===== config.mk =====
export PLATFORM = sky130hd
export DESIGN_NAME = img_rsz_blk_sched
export DESIGN_NICKNAME = d
export VERILOG_FILES = /design/src/rtl/img_rsz_blk_sched.sv
export SDC_FILE = /design/constraint.sdc
export NUM_CORES = 1
export LEC_CHECK = 0
export BUFFER_PORTS_ARGS = -buffer_cell sky130_fd_sc_hd__buf_4
export CAP_MARGIN = 20
export CORE_UTILIZATION = 52
export DETAILED_ROUTE_END_ITERATION = 6
export PLACE_DENSITY = 0.78
export SLEW_MARGIN = 20
export SYNTH_ARGS = -nofsm -noshare
export SYNTH_HDL_FRONTEND = slang
export SYNTH_SLANG_ARGS = --single-unit

===== constraint.sdc =====
create_clock -name i_Clk -period 3.28 [get_ports i_Clk]
set_clock_uncertainty 0.15 [all_clocks]
set_input_delay 0.328 -clock i_Clk [delete_from_list [all_inputs] [get_ports i_Clk]]
set_output_delay 0.328 -clock i_Clk [all_outputs]
set_load 0.1 [all_outputs]

===== src/rtl/img_rsz_blk_sched.sv =====
// ----------------------------------------------------------------------------
// img_rsz_blk_sched
// Block scheduler for the image resizer. Dispatches resized-block jobs (X,Y)
// in raster order under an in-flight credit limit, keeps the per-block
// executed scoreboard read by the forwarder, clears it on forwarder flushes
// and pulses frame-done once every block is computed and forwarded.
//
// Ports
//   i_Clk, i_Reset            clock / synchronous active-high reset
//   i_FrmStartVld/o_FrmStartRdy  frame start handshake (ready only in IDLE)
//   o_JobVld/i_JobRdy         job handshake to the compute engine
//   o_JobPosX/o_JobPosY       job block coordinates
//   i_DoneVld, i_DonePosX/Y   one-cycle completion pulse with block coords
//   o_BlkIsExec[y][x]         executed scoreboard
//   i_FlushVld, i_FlushBlkXMsk/YMsk  scoreboard clear (X mask & Y mask)
//   o_FrmDone                 one-cycle end-of-frame pulse
//   o_Busy                    high whenever not IDLE
//   o_ErrDupDone              sticky bad-completion flag
// ----------------------------------------------------------------------------
module img_rsz_blk_sched #(
    parameter int unsigned RSZ_IMG_WIDTH_SIZE   = 4,
    parameter int unsigned RSZ_IMG_HEIGHT_SIZE  = 4,
    parameter int unsigned RSZ_IMG_WIDTH_IDX_W  = $clog2(RSZ_IMG_WIDTH_SIZE),
    parameter int unsigned RSZ_IMG_HEIGHT_IDX_W = $clog2(RSZ_IMG_HEIGHT_SIZE),
    parameter int unsigned MAX_INFLIGHT         = 2
) (
    input  logic                            i_Clk,
    input  logic                            i_Reset,
    input  logic                            i_FrmStartVld,
    output logic                            o_FrmStartRdy,
    output logic                            o_JobVld,
    input  logic                            i_JobRdy,
    output logic [RSZ_IMG_WIDTH_IDX_W-1:0]  o_JobPosX,
    output logic [RSZ_IMG_HEIGHT_IDX_W-1:0] o_JobPosY,
    input  logic                            i_DoneVld,
    input  logic [RSZ_IMG_WIDTH_IDX_W-1:0]  i_DonePosX,
    input  logic [RSZ_IMG_HEIGHT_IDX_W-1:0] i_DonePosY,
    output logic [RSZ_IMG_WIDTH_SIZE-1:0]   o_BlkIsExec [RSZ_IMG_HEIGHT_SIZE-1:0],
    input  logic [RSZ_IMG_WIDTH_SIZE-1:0]   i_FlushBlkXMsk,
    input  logic [RSZ_IMG_HEIGHT_SIZE-1:0]  i_FlushBlkYMsk,
    input  logic                            i_FlushVld,
    output logic                            o_FrmDone,
    output logic                            o_Busy,
    output logic                            o_ErrDupDone
);

    localparam int unsigned W      = RSZ_IMG_WIDTH_SIZE;
    localparam int unsigned H      = RSZ_IMG_HEIGHT_SIZE;
    localparam int unsigned XW     = RSZ_IMG_WIDTH_IDX_W;
    localparam int unsigned YW     = RSZ_IMG_HEIGHT_IDX_W;
    localparam int unsigned IFL_W  = $clog2(MAX_INFLIGHT + 1);
    localparam int unsigned BLK_N  = W * H;
    localparam int unsigned DCNT_W = $clog2(BLK_N + 1);

    typedef enum logic [1:0] {
        S_IDLE     = 2'd0,
        S_DISPATCH = 2'd1,
        S_DRAIN    = 2'd2,
        S_DONE     = 2'd3
    } state_t;

    state_t              r_state;
    state_t              w_state_nxt;
    logic [XW-1:0]       r_scan_x;
    logic [YW-1:0]       r_scan_y;
    logic [IFL_W-1:0]    r_inflight;
    logic [IFL_W-1:0]    w_inflight_nxt;
    logic [DCNT_W-1:0]   r_done_cnt;
    logic [W-1:0]        r_blk     [H-1:0];
    logic [W-1:0]        w_blk_nxt [H-1:0];
    logic                r_job_vld;
    logic                r_frm_start_rdy;
    logic                r_frm_done;
    logic                r_busy;
    logic                r_err;

    logic                w_job_vld_nxt;
    logic                w_frm_start_rdy_nxt;
    logic                w_frm_done_nxt;
    logic                w_busy_nxt;
    logic                w_hs;
    logic                w_start;
    logic                w_last_x;
    logic                w_last_blk;
    logic                w_done_in_rng;
    logic                w_done_hit;
    logic                w_done_ok;
    logic                w_done_err;
    logic                w_any_blk;
    logic                w_drain_exit;

    // Handshakes and raster-scan end detection
    assign w_hs       = r_job_vld & i_JobRdy;
    assign w_start    = (r_state == S_IDLE) & i_FrmStartVld;
    assign w_last_x   = (r_scan_x == XW'(W - 1));
    assign w_last_blk = w_last_x & (r_scan_y == YW'(H - 1));

    // Completion qualification: in range, credit outstanding, entry not yet set
    assign w_done_in_rng = (32'(i_DonePosX) < W) && (32'(i_DonePosY) < H);
    assign w_done_hit    = w_done_in_rng ? r_blk[i_DonePosY][i_DonePosX] : 1'b0;
    assign w_done_ok     = i_DoneVld & w_done_in_rng & (r_inflight != '0) & ~w_done_hit;
    assign w_done_err    = i_DoneVld & ~w_done_ok;

    // Credit counter next value; simultaneous issue and return cancel
    always_comb begin
        w_inflight_nxt = r_inflight;
        if (w_hs && !w_done_ok) begin
            w_inflight_nxt = r_inflight + IFL_W'(1);
        end else if (!w_hs && w_done_ok) begin
            w_inflight_nxt = r_inflight - IFL_W'(1);
        end
    end

    // Scoreboard next value: flush clears from prior state, a same-cycle set wins
    always_comb begin
        w_any_blk = 1'b0;
        for (int y = 0; y < int'(H); y++) begin
            for (int x = 0; x < int'(W); x++) begin
                w_blk_nxt[y][x] = r_blk[y][x];
                if (i_FlushVld && i_FlushBlkYMsk[y] && i_FlushBlkXMsk[x]) begin
                    w_blk_nxt[y][x] = 1'b0;
                end
                if (w_done_ok && (i_DonePosY == YW'(y)) && (i_DonePosX == XW'(x))) begin
                    w_blk_nxt[y][x] = 1'b1;
                end
                w_any_blk = w_any_blk | r_blk[y][x];
            end
        end
    end

    assign w_drain_exit = (r_done_cnt == DCNT_W'(BLK_N)) && (r_inflight == '0) && !w_any_blk;

    // FSM state register
    always_ff @(posedge i_Clk) begin
        if (i_Reset) begin
            r_state <= S_IDLE;
        end else begin
            r_state <= w_state_nxt;
        end
    end

    // FSM next-state logic
    always_comb begin
        w_state_nxt = r_state;
        unique case (r_state)
            S_IDLE:     if (i_FrmStartVld)        w_state_nxt = S_DISPATCH;
            S_DISPATCH: if (w_hs && w_last_blk)   w_state_nxt = S_DRAIN;
            S_DRAIN:    if (w_drain_exit)         w_state_nxt = S_DONE;
            S_DONE:                               w_state_nxt = S_IDLE;
            default:                              w_state_nxt = S_IDLE;
        endcase
    end

    // FSM outputs, computed from the next state so they can be registered
    always_comb begin
        w_job_vld_nxt       = 1'b0;
        w_frm_start_rdy_nxt = 1'b0;
        w_frm_done_nxt      = 1'b0;
        w_busy_nxt          = 1'b1;
        unique case (w_state_nxt)
            S_IDLE: begin
                w_frm_start_rdy_nxt = 1'b1;
                w_busy_nxt          = 1'b0;
            end
            S_DISPATCH: w_job_vld_nxt  = (w_inflight_nxt < IFL_W'(MAX_INFLIGHT));
            S_DONE:     w_frm_done_nxt = 1'b1;
            default: ;
        endcase
    end

    // Output registers
    always_ff @(posedge i_Clk) begin
        if (i_Reset) begin
            r_job_vld       <= 1'b0;
            r_frm_start_rdy <= 1'b1;
            r_frm_done      <= 1'b0;
            r_busy          <= 1'b0;
            r_err           <= 1'b0;
        end else begin
            r_job_vld       <= w_job_vld_nxt;
            r_frm_start_rdy <= w_frm_start_rdy_nxt;
            r_frm_done      <= w_frm_done_nxt;
            r_busy          <= w_busy_nxt;
            r_err           <= r_err | w_done_err;
        end
    end

    // Raster scan, credit, completion count and scoreboard
    always_ff @(posedge i_Clk) begin
        if (i_Reset) begin
            r_scan_x   <= '0;
            r_scan_y   <= '0;
            r_inflight <= '0;
            r_done_cnt <= '0;
            r_blk      <= '{default: '0};
        end else begin
            r_inflight <= w_inflight_nxt;
            r_blk      <= w_blk_nxt;
            if (w_start) begin
                r_scan_x   <= '0;
                r_scan_y   <= '0;
                r_done_cnt <= '0;
            end else begin
                if (w_hs) begin
                    if (w_last_x) begin
                        r_scan_x <= '0;
                        r_scan_y <= w_last_blk ? '0 : r_scan_y + YW'(1);
                    end else begin
                        r_scan_x <= r_scan_x + XW'(1);
                    end
                end
                // Saturates so stray completions cannot wrap the count
                if (i_DoneVld && (r_done_cnt != DCNT_W'(BLK_N))) begin
                    r_done_cnt <= r_done_cnt + DCNT_W'(1);
                end
            end
        end
    end

    assign o_FrmStartRdy = r_frm_start_rdy;
    assign o_JobVld      = r_job_vld;
    assign o_JobPosX     = r_scan_x;
    assign o_JobPosY     = r_scan_y;
    assign o_BlkIsExec   = r_blk;
    assign o_FrmDone     = r_frm_done;
    assign o_Busy        = r_busy;
    assign o_ErrDupDone  = r_err;

endmodule


======== Yosys cells after proc, flatten, opt, wreduce, memory -nomap -nowiden ========
Cells that the tools add are included.
cells by class
  add/sub/neg operators ................... 5
  order comparisons ....................... 3
  eq/ne operators ......................... 15
  muxes and demuxes ....................... 47
  bitwise operators ....................... 25
  reductions and logical operators ........ 74
operator list
  kind                                                                    number
  1-bit logical AND                                                       46
  1-bit two-way mux                                                       36
  2-bit nonzero test                                                      17
  2-bit equality test (second input constant)                             9
  1-bit bitwise OR                                                        16
  2-bit two-way mux                                                       7
  2-bit logical NOT                                                       5
  4-bit binary-select mux with 2-bit select                               1
  2-bit by 1-bit equality test with 1-bit output (second input constant)  4
  2-bit one-hot mux with 4 select lines                                   1
  2-bit by 1-bit adder with 2-bit output (second input constant)          3
  1-bit bitwise AND                                                       6
  2-bit by 3-bit < comparator with 1-bit output (second input constant)   2
  5-bit by 1-bit adder with 5-bit output (second input constant)          1
  5-bit equality test (second input constant)                             1
  5-bit inequality test (second input constant)                           1
  4-bit two-way mux                                                       1
  2-bit OR reduction                                                      2
  1-bit logical NOT                                                       3
  1-bit inverter                                                          3
  1-bit binary-select mux with 2-bit select                               1
  2-bit < comparator (second input constant)                              1
  2-bit AND reduction                                                     1
  2-bit by 1-bit subtractor with 2-bit output (second input constant)     1
word-level totals
  register bits ........................... 34
  input port bits ......................... 18
  output and inout port bits .............. 25
  logic and storage cells ................. 195

======== Depth between registers and ports, before layout ========
  depth in word-level cells ............... 22
  gate-level depth with buffers ........... 10

======== Worst setup path before layout ========
Ideal clock, no wire load.
  path kind ............................... reg2reg
  start point ............................. register r_blk, in the netlist o_BlkIsExec[9]
  end point ............................... register r_job_vld, in the netlist o_JobVld
  library setup time ...................... 0.078 ns
  data arrival time ....................... 2.587 ns
  data required time ...................... 3.052 ns
  path slack .............................. 0.465 ns
  stages on the path, launching flop included .. 9
  period minus slack after synthesis ...... 2.815 ns
  cell sequence ........................... dfxtp_1 > mux4_2 > mux2_4 > a2111oi_4 > inv_1 > ha_1 > nor3_1 > o21ai_0 > nor3_1
between the ends
  longest elaborated chain between the ends .. 14
  elaborated cells on any way between the ends .. 26
RTL lines
  what                                            line  text
  from (decl)                                     69    logic [W-1:0] r_blk [H-1:0];
  from (signal assigned)                          198   r_blk <= w_blk_nxt;
  1-bit bitwise OR (7 in series)                  126   w_any_blk = w_any_blk | r_blk[y][x];
  1-bit logical NOT                               131   assign w_drain_exit = (r_done_cnt == DCNT_W'(BLK_N)) && (r_inflight == '0) && !w_any_blk;
  1-bit logical AND                               131
  2-bit two-way mux                               148   S_DRAIN: if (w_drain_exit) w_state_nxt = S_DONE;
  2-bit one-hot mux with 4 select lines           145   unique case (r_state)
  2-bit by 1-bit equality test with 1-bit output  160   unique case (w_state_nxt)
  1-bit inverter (no line)                        -
  2-bit OR reduction (no line)                    -
  to (signal assigned)                            180   r_job_vld <= w_job_vld_nxt;
  to (decl)                                       71    logic r_job_vld;
Parallel ways exist; a longest one is shown, timed or not. The select of a mux whose other input is x is not followed.
A chain may end at the register's enable or synchronous reset.

======== Worst setup path in the final report ========
  start point ............................. register r_blk, in the netlist o_BlkIsExec[0]
  end point ............................... register r_job_vld, in the netlist o_JobVld
between the ends
  longest elaborated chain between the ends .. 22
  elaborated cells on any way between the ends .. 34
RTL lines
  what                                            line
  1-bit bitwise OR (15 in series)                 126
  1-bit logical NOT                               131
  1-bit logical AND                               131
  2-bit two-way mux                               148
  2-bit one-hot mux with 4 select lines           145
  2-bit by 1-bit equality test with 1-bit output  160
  1-bit inverter (no line)                        -
  2-bit OR reduction (no line)                    -
Parallel ways exist; a longest one is shown, timed or not. The select of a mux whose other input is x is not followed.

==> summary.md <==
| Metric | Value |
|---|---|
| Grt total ovfl | 0 |
| Pwr dens | between 400 and 500 nW/µm² |
| Layout net count | about 260 |
| Synth area leaders | dfxtp_1 39%, nand3_1 7.4%, ha_1 5.0% |
| WL per Instance | ~16 µm |
| Post-synth EDFFs | 0 |
| First DRT Iteration DRCs | roughly 120 |
| DRC violations left | 0 |
| Post-CTS setup buffers | 0 |
| # rows | 20 |
| DR WL met2 | 2170 µm |
| Synth Register Bits | 34 |
| Worst Tran Pin Value | roughly 0.46 ns |
| Clock Tree Root | clkbuf_4 |
| Kind of critical path | register to register |
| Top Ports | 43 |
| Clock period minus final worst setup slack | 2.67 ns |
| Startpoint Class | register |
| CORE AREA | ~3100 µm² |
| RSZ-0062 raised after global routing | no |
| DR top layer | met4 |
| Post-CTS sizing | 0 |
| Die ar. | ~3600 µm² |
| Total chip power | roughly 860 µW |
| Status | complete, no violations |
| Initial Utilization | between 50% and 60% |
| Vias in the first global route | 1553 |
| Register area share after synthesis | about two fifths |
| Reg area | just under 700 µm² |
| Slew HR | a little over two thirds |
| Data required, critical path | about 3.4 ns |
| Antenna Nets Post-Route | 0 |
| Die height | roughly 60 µm |
| Final hold vios | 0 |
| Final TNS setup | 0 ns |
| Worst Hold Depth | 2 |
| Crit share post-route | 81.3% |
| Dpl ws | a little over 0.5 ns |
| Post-synthesis cell count | about 200 |
| Most frequent cells after synthesis | 34 x dfxtp_1, 26 x nand3_1, 15 x nand2_1, 15 x nor2_1, 10 x inv_1 |
| Ant. Diodes | 0 |
| Fmax | 0.375 GHz |
| Syn avg cell area | between 8 and 9 µm² |
| Async S/R FF share, synth | 0% |
| Synth Cell Area | 1750 µm² |
| # H-tree levels | 2 |
| Global-route usage over all layers | about a quarter |
| Synthesis warning total | 0 |
| # setup viols final | 0 |
| Clock Latency Late Sink | about 0.34 ns |
| Routed wl met3 | approximately 260 µm |
| IO Port Bufs | 42 |
| Multi-input gate area | between 900 and 1000 µm² |
| TritonRoute pass-1 iters | 4 |
| Top-area cell type share of the netlist area | around 39% |
| Worst min path class | input port to register |
| Fillers | 259 |
| First-pass GRT wire length | approximately 7000 µm |
| Predominant post-synthesis flop cell | dfxtp_1 |
| Arrival @ worst endpoint | 2.78 ns |
| Layout cell share with drive strength beyond 1 | around a quarter |
| Initial antenna violation count | 0 |
| Via count | roughly 1700 |
| CTS tree | built |
| Clock transition at path regs | around 0.10 ns |
| Largest net degree at the start of global routing | 17 |
| CP Capture Type | register |
| Via/cell ratio | approximately 5.9 |
| Sink Count | 34 |
| Leakage | roughly 0.00087 µW |
| Area Growth Syn to Fin | 22.2% |
| Top-count cell post-synth | dfxtp_1 |
| CTS Buf Count | 5 |
| Post-synthesis net count | 223 |
| Worst r2r path cells | 8 |
| Area leader, netlist | dfxtp_1 |
| Die X | roughly 60 µm |
| WHS | approximately 0.10 ns |
| R2R setup slack | 0.61 ns |
| CP max FO | 4 |
| Post-synth cell types | between 40 and 50 |
| GPL Wtd Cong | slightly below 0.9 |
| Setup ws final | approximately 0.61 ns |
| Max-cap violations | 0 |
| Worst vdd ir | 0.000226 V |
| # hold bufs at CTS | 0 |
| HPWL after DPL | around 3300 µm |
| Pins over their slew limit | 0 |
| M1 WL | 1920 µm |
| Clock buffer depth | 2 |
| WL final | roughly 4400 µm |
[through the flow]
step                      std cells  area (µm²)  utilization (%)
after floorplan                 198        1750                -
after global placement          275        2080             66.5
after detailed placement        275        2080             66.5
after CTS                       283        2140             68.4
after global routing            283        2140             68.4
final                           283        2140             68.4
[sequential cells by signal, indices dropped and copies added, names as in the netlist]
signal / cells
o_JobPosY: 2
o_Busy: 1
o_JobPosX: 2
r_done_cnt: 5
o_BlkIsExec: 16
r_state: 2
o_FrmDone: 1
o_ErrDupDone: 1
r_inflight: 2
o_FrmStartRdy: 1
o_JobVld: 1
[path summary, 6_finish.rpt]
path,start,end
max,o_BlkIsExec[0],o_JobVld
min,i_Reset,o_BlkIsExec[2]
max reg2reg,o_BlkIsExec[0],o_JobVld
min reg2reg,r_inflight[0],r_inflight[0]
[report_power, final]
group	switching (µW)	internal (µW)	leakage [µW]
combinational	122	57.3	0.000556
clock	138	104	0.0000353
sequential	9.99	425	0.000276
[logic make-up after synthesis]
group                    after synthesis  share of synthesized area [%]
multiplexers                           9                           6.86
adder cells (fa/ha/maj)                7                           5.00
XOR/XNOR                               4                           2.00
AO/OA/AOI/OAI                         29                           12.7
AND/OR/NAND/NOR                       96                           30.0
buffers and inverters                 19                           4.50
flip-flops                            34                           38.9
[placed cells by master (no fill, tap or decap), drive strengths merged, types with 7 or more instances in the layout]
cell type	instances
buf	42
nand2	15
ha	7
nand3	26
inv	10
nor2	15
a21oi	9
dfxtp	34
clkbuf	7
[layout make-up]
type | instances | share of cell area [%]
Clock inverter | 1 | 0.234
Tap cell | 44 | 2.57
Clock buffer | 7 | 2.57
Multi-Input combinational cell | 145 | 46.3
Timing Repair Buffer | 42 | 14.7
Inverter | 10 | 1.75
Sequential cell | 34 | 31.8
[critical path, stage by stage (launching register included)]
cell,delay [ns]
dfxtp_1,0.37
mux4_2,0.46
mux2_4,0.32
a2111oi_4,0.42
inv_1,0.10
ha_1,0.22
nor3_1,0.29
o21ai_0,0.12
nor3_1,0.15
[layer usage]
layer,up-vias,global-route usage [%]
li1,799,-
met1,798,32.3
met2,55,45.2
met3,7,6.49
met4,0,9.63
met5,-,0
Note: power is estimated with default switching activity, not from simulation.
